$ cat config.mk
export PLATFORM = sky130hd
export DESIGN_NAME = hs_dpath_deser
export DESIGN_NICKNAME = d
export VERILOG_FILES = /design/src/rtl/hs_dpath_deser.sv
export SDC_FILE = /design/constraint.sdc
export NUM_CORES = 1
export LEC_CHECK = 0
export CAP_MARGIN = 20
export CORE_UTILIZATION = 40
export DETAILED_ROUTE_END_ITERATION = 7
export GPL_TIMING_DRIVEN = 0
export PLACE_DENSITY_LB_ADDON = 0.15
export SYNTH_ARGS = -nofsm -noshare
export SYNTH_HDL_FRONTEND = slang
export SYNTH_SLANG_ARGS = --single-unit
$ cat constraint.sdc
create_clock -name clk -period 3.8 [get_ports clk]
set_input_delay 0.38 -clock clk [delete_from_list [all_inputs] [get_ports clk]]
set_output_delay 0.38 -clock clk [all_outputs]
set_load 0.005 [all_outputs]
$ cat src/rtl/hs_dpath_deser.sv
// Serial-in, parallel-out deserializer: packs RATIO beats (or fewer, closed by s_last)
// into one output word with valid/ready handshakes on both sides.
module hs_dpath_deser #(
  parameter type         DATA_TYPE   = logic,
  parameter DATA_TYPE    RESET_VALUE = 1'b0,
  parameter int unsigned RATIO       = 4
) (
  input  logic                             clk,
  input  logic                             aresetn,
  input  logic                             s_valid,
  output logic                             s_ready,
  input  DATA_TYPE                         s_data,
  input  logic                             s_last,
  output logic                             m_valid,
  input  logic                             m_ready,
  output DATA_TYPE [RATIO-1:0]             m_data,
  output logic [$clog2(RATIO+1)-1:0]       m_count
);

  localparam int CW = (RATIO > 1) ? $clog2(RATIO) : 1;
  localparam int MW = $clog2(RATIO + 1);
  localparam logic [CW-1:0] LAST_IDX = CW'(RATIO - 1);

  DATA_TYPE [RATIO-1:0] col;
  DATA_TYPE [RATIO-1:0] word_nxt;
  logic [CW-1:0]        cnt;
  logic                 acc;
  logic                 rel;
  logic                 cmpl;

  // aresetn gates s_ready so no beat is offered acceptance while the block is held in reset
  assign s_ready = aresetn & (~m_valid | m_ready);
  assign acc     = s_valid & s_ready;
  assign rel     = m_valid & m_ready;
  assign cmpl    = acc & ((cnt == LAST_IDX) | s_last);

  always_comb begin
    word_nxt = col;
    for (int i = 0; i < int'(RATIO); i++) begin
      if (CW'(i) == cnt) begin
        word_nxt[i] = s_data;
      end else if (CW'(i) > cnt) begin
        word_nxt[i] = RESET_VALUE;
      end
    end
  end

  always_ff @(posedge clk or negedge aresetn) begin
    if (!aresetn) begin
      m_valid <= 1'b0;
      m_count <= '0;
      cnt     <= '0;
      for (int i = 0; i < int'(RATIO); i++) begin
        m_data[i] <= RESET_VALUE;
        col[i]    <= RESET_VALUE;
      end
    end else if (cmpl) begin
      m_data  <= word_nxt;
      m_count <= MW'(cnt) + MW'(1);
      m_valid <= 1'b1;
      cnt     <= '0;
      for (int i = 0; i < int'(RATIO); i++) begin
        col[i] <= RESET_VALUE;
      end
    end else begin
      if (rel) begin
        m_valid <= 1'b0;
      end
      if (acc) begin
        col[cnt] <= s_data;
        cnt      <= cnt + CW'(1);
      end
    end
  end

endmodule

# Word-level counts from Yosys, hierarchy flattened
# Index checks and enable logic that the tools add are counted.
[word_totals] wordCells=45 register_bits=14 output_inout_bits=9
[classes] bitwise=7 muxes=17 eq_ne=4 reduce_logical=4 add_sub_neg=2 magnitude_cmp=6
[op_table] cell="1-bit two-way mux" count=11
[op_table] cell="4-bit two-way mux" count=2
[op_table] cell="1-bit bitwise AND" count=4
[op_table] cell="4-bit bitwise mux" count=1
[op_table] cell="2-bit equality test (first input constant)" count=2
[op_table] cell="1-bit by 2-bit > comparator with 1-bit output (first input constant)" count=2
[op_table] cell="2-bit > comparator (first input constant)" count=2
[op_table] cell="2-bit two-way mux" count=2
[op_table] cell="2-bit nonzero test" count=2
[op_table] cell="2-bit by 1-bit adder with 3-bit output (second input constant)" count=1
[op_table] cell="2-bit by 3-bit less-than comparator with 1-bit output (second input constant)" count=1
[op_table] cell="2-bit by 1-bit adder with 2-bit output (second input constant)" count=1
[op_table] cell="1-bit demux with 2-bit select" count=1
[op_table] cell="1-bit by 2-bit equality test with 1-bit output (first input constant)" count=1
[op_table] cell="2-bit equality test (second input constant)" count=1
[op_table] cell="2-bit by 1-bit >= comparator with 1-bit output (second input constant)" count=1
[op_table] cell="2-bit logical NOT" count=1
[op_table] cell="1-bit OR" count=2
[op_table] cell="1-bit logical AND" count=1
[op_table] cell="1-bit NOT" count=1

# Depth between registers and ports, before layout
# Gate-level depths: netlist (run 1).
[logic_depth] ltp_word=7 ltp_mapped=5

# Worst setup path before layout (run 1)
# OpenSTA, ideal clock, no wires.
[synth_timing] path_kind="register to register" start="register cnt[0]" end="register m_data[0] (netlist name)" period_less_slack_ns=1.397 stages_incl_launch_ff=5 setup_ns=0.125 t_arrival_ns=1.272 setup_slack_ns=2.403 cell_sequence="dfrtp_1 inv_1 ha_1 mux2_2 mux2_2"
[synth_between] elab_chain_cells=3 word_cells_on_any_way=7 cone_classes="order compare: 1; eq/ne: 1; mux: 2; bitwise: 2; reduce/logical: 1"
[synth_rtl] item="start, declared" line="26" text="logic [CW-1:0] cnt;"
[synth_rtl] item="start signal, assigned" line="71" text="cnt <= cnt + CW'(1);"
[synth_rtl] item="1-bit by 2-bit > comparator with 1-bit output / 2-bit equality test (equally long branches)" line="42, 35"
[synth_rtl] item="1-bit two-way mux / 1-bit OR (equally long branches)" line="42, 35"
[synth_rtl] item="1-bit two-way mux / 1-bit bitwise AND (equally long branches)" line="40, 35"
[synth_rtl] item="end signal, assigned" line="58" text="m_data <= word_nxt;"
[synth_rtl] item="end, declared" line="16" text="output DATA_TYPE [RATIO-1:0] m_data,"
# Several ways; a longest one is shown, not always the timed one.
# A chain may end at the register's enable or synchronous reset.

# Worst setup path in the final report (run 1)
[layout_timing] start="input port aresetn" end="output port s_ready"
[layout_between] elab_chain_cells=1
[layout_rtl] item="start, declared" line="9" text="input logic aresetn,"
[layout_rtl] item="1-bit bitwise AND" line="32" text="assign s_ready = aresetn & (~m_valid | m_ready);"
[layout_rtl] item="end, declared" line="11" text="output logic s_ready,"
# Every way passes these cells.

==> results of run 1 <==
synth_stat cells:
cell type,count
o21ai_0,8
dfrtp_1,13
a22o_1,2
nand2_1,2
nand2_2,1
nor2_1,2
mux2_2,6
and2_1,2
ha_1,4
nand2b_1,1
nor3_4,1
nor3_1,3
nand4_1,4
nand3_1,1
o31ai_1,3
nor2_2,1
inv_1,6
nor2b_4,1
worst max-delay path by stage:
stage	startpoint	end	slack (ns)	cells past startpoint
finish	aresetn	s_ready	1.43	3
global route	aresetn	s_ready	1.26	3
CTS	aresetn	s_ready	1.35	3
detailed placement	aresetn	m_count[0]$_DFFE_PN0P_	1.31	4
global placement	aresetn	m_count[0]$_DFFE_PN0P_	1.33	4
floorplan	cnt[0]$_DFFE_PN0P_	m_data[0]$_DFFE_PN0P_	2.40	4
worst reg2reg max path, cell delays in order, from the launching register on:
cell and delay, ns:
dfrtp_1 0.41, ha_1 0.31, nor2_2 0.12, nor3_4 0.27
mux2_2 0.38
sequential cells by signal, indices dropped and copies added (netlist names):
name     flops
m_data       4
col          3
m_count      3
cnt          2
m_valid      1
power by group through the flow:
stage / clock network, uW / registers [uW] / logic, uW
floorplan: 0 / 194 / 73.1
global placement: 0 / 193 / 148
finish: 87.4 / 192 / 147
CTS: 90.0 / 193 / 149
global route: 94.1 / 198 / 161
detailed placement: 0 / 196 / 148
cell type report:
type	count	area, um^2	share of cell area, %
well taps	16	20.02	2.346
clock buffers	4	26.28	3.079
repair buffers	14	140.1	16.42
flip-flops and latches	13	325.3	38.12
multi-input cells	42	319.1	37.39
inverters	6	22.52	2.639
cells by family (layout without fill, tap and decap cells):
family / Yosys count / in the layout / synth area share, %
AND/OR/NAND/NOR: 19 / 19 / 18.20
AO/OA/AOI/OAI: 13 / 13 / 12.01
flip-flops: 13 / 13 / 48.78
multiplexers: 6 / 6 / 10.13
buffers and inverters: 6 / 24 / 3.377
adder cells (fa/ha/maj): 4 / 4 / 7.505
per-layer routing:
metal	up-vias	global-route usage (%)	wire (um)
met5	-	0	0
met4	0	9.375	17
met3	2	2.553	47
met2	12	25.76	601
met1	255	23.64	622
li1	252	-	-
metrics by stage:
stage,util (%),hold WS (ns),power [uW]
after global placement,54.27,0.4902,341.2
after global routing,55.99,0.5367,453.3
final,55.99,0.4976,426.7
after CTS,55.99,0.5138,432.1
after floorplan,-,0.08441,267.5
after detailed placement,54.27,0.4929,343.7
==> qor.yml, run 1 <==
outcome: "finished clean"
critical_path_class: "in -> out"
diodes: 0
fmax_ghz: 0.4217
grt_overflow: 0
rsz0062_at_grt: "false"
stdcell_count: 95
hpwl_um: 946.2
htree_levels: 1
numClockSinks: 13
synth_area_per_cell_um2: 10.93
path_delay_family: "buffers and inverters"
dpl-instance-area_um2: 827.0
gp_congestion: 0.7159
hold_class: "in -> async"
p_sw_uw: 125.7
cts_tree: "done"
dieHeight_um: 42.83
crit_required_ns: 3.42
cp.arrival_ns: 1.99
p_int_uw: 301.0
area.growth.synth_to_final_pct: 27.95
combinationalPowerShare_pct: 34.4
postCtsSetupBuffers: 0
path_clk_slew_ns: 0.08
synth_top_cell_area_share_pct: 48.78
avgRoutedWirePerCell_um: 13.57
start_kind: "primary input"
max-cap-violations: 0
seqPwrFrac_pct: 45.1
final_cell_mix: "clkdlybuf4s50_1, dfrtp_1, o21ai_0"
ys_seq_area_share_pct: 48.78
final_common_cell: "clkdlybuf4s50_1"
drc: 0
max_stage_delay_ns: 0.89
drtAntennaViolNets: 0
antenna_found_initial: 0
post_cts_resize_count: 0
io_pins: 15
ys_warn_count: 0
synth_cell_types: 18
ys_seq_elements: 13
fp.coreArea_um2: 1524
skew_ns: 0.003377
p_per_area_nw_per_um2: 500.0
fin_crit_ns: 2.372
first_pass_iters: 3
cp_max_fo: 16
grt_usage_pct: 17.19
cts_hold_buf: 0
hold_viol_final: 0
syn_area_um2: 666.9
synth.net_count: 71
reg2reg_from: "cnt[1]$_DFFE_PN0P_"
drtIter0Drc: 6
p_clk_share_pct: 20.5
syn_inst: 61
clock_latency_ns: 0.28
die_w_um: 42.83
period_share_pct: 62.41
dp_cells: 91
path_cells: "clkdlybuf4s50_1, and2_1, clkdlybuf4s50_1"
fin_nets: 90
setup_viol: 0
vias: 521
via_per_inst: 5.484
clock_path_buffers: 2
slew_headroom_pct: 56.01
port_buffers: 14
max-vdd-ir-drop_v: 0.0002341
setup_tns_ns: 0
rrSetupSlack_ns: 2.21
slew_viol_final: 0
regToRegEndpoint: "m_data[2]$_DFFE_PN0P_"
r2r.worst_path.cells: 4
path_buf_inv: 2
start_util_pct: 43.76
grt_first_pass_wirelength_um: 2339
routed_wl_um: 1289
cpMostUsedCell: "clkdlybuf4s50_1"
final_area_um2: 853.3
pre_cts_ws_ns: 1.314
switching_share_pct: 29.45
fp.dieArea_um2: 1834
grt_max_degree: 17
crit_path_end_kind: "output pin"
synth_top_cell_by_area: "dfrtp_1"
nFillCells: 135
synth.area.top_cells: "dfrtp_1, mux2_2, ha_1, o21ai_0, nand4_1"
cts-root-buf: "clkbuf_4"
layout-drive-gt1-share_pct: 16.46
fin_ws_ns: 1.428
cts_buffers: 3
leakage_uw: 0.0003670
rows: 14
grt_pass1_vias: 515
tightest_slew_ns: 0.6578
cpMaxStageDelayCell: "clkdlybuf4s50_1"
(Power assumes the default switching activity.)
==> run 2: changes to the inputs <==
clock period = 2.36 ns   (was 3.8 ns; I/O delays follow)
==> results of run 2 <==
Same layout as run 1 (identical final DEF). Status: finished clean.
Among the figures that moved: setup slack after placement 1.314 ns -> 0.01786 ns; setup slack after layout 1.428 ns -> 0.2764 ns; hold slack 0.4976 ns -> 0.3536 ns; register-to-register setup slack 2.21 ns -> 0.77 ns; total power 426.7 uW -> 687.1 uW; worst IR drop on VDD 0.0002341 V -> 0.0003770 V
==> run 3: changes to the inputs <==
CAP_MARGIN = 15   (was 20)
==> results of run 3 <==
Same layout as run 1 (identical final DEF). Status: finished clean.
Among the figures that moved: setup slack after placement 1.314 ns -> 0.01786 ns; setup slack after layout 1.428 ns -> 0.2764 ns; hold slack 0.4976 ns -> 0.3536 ns; register-to-register setup slack 2.21 ns -> 0.77 ns; total power 426.7 uW -> 687.1 uW; worst IR drop on VDD 0.0002341 V -> 0.0003770 V
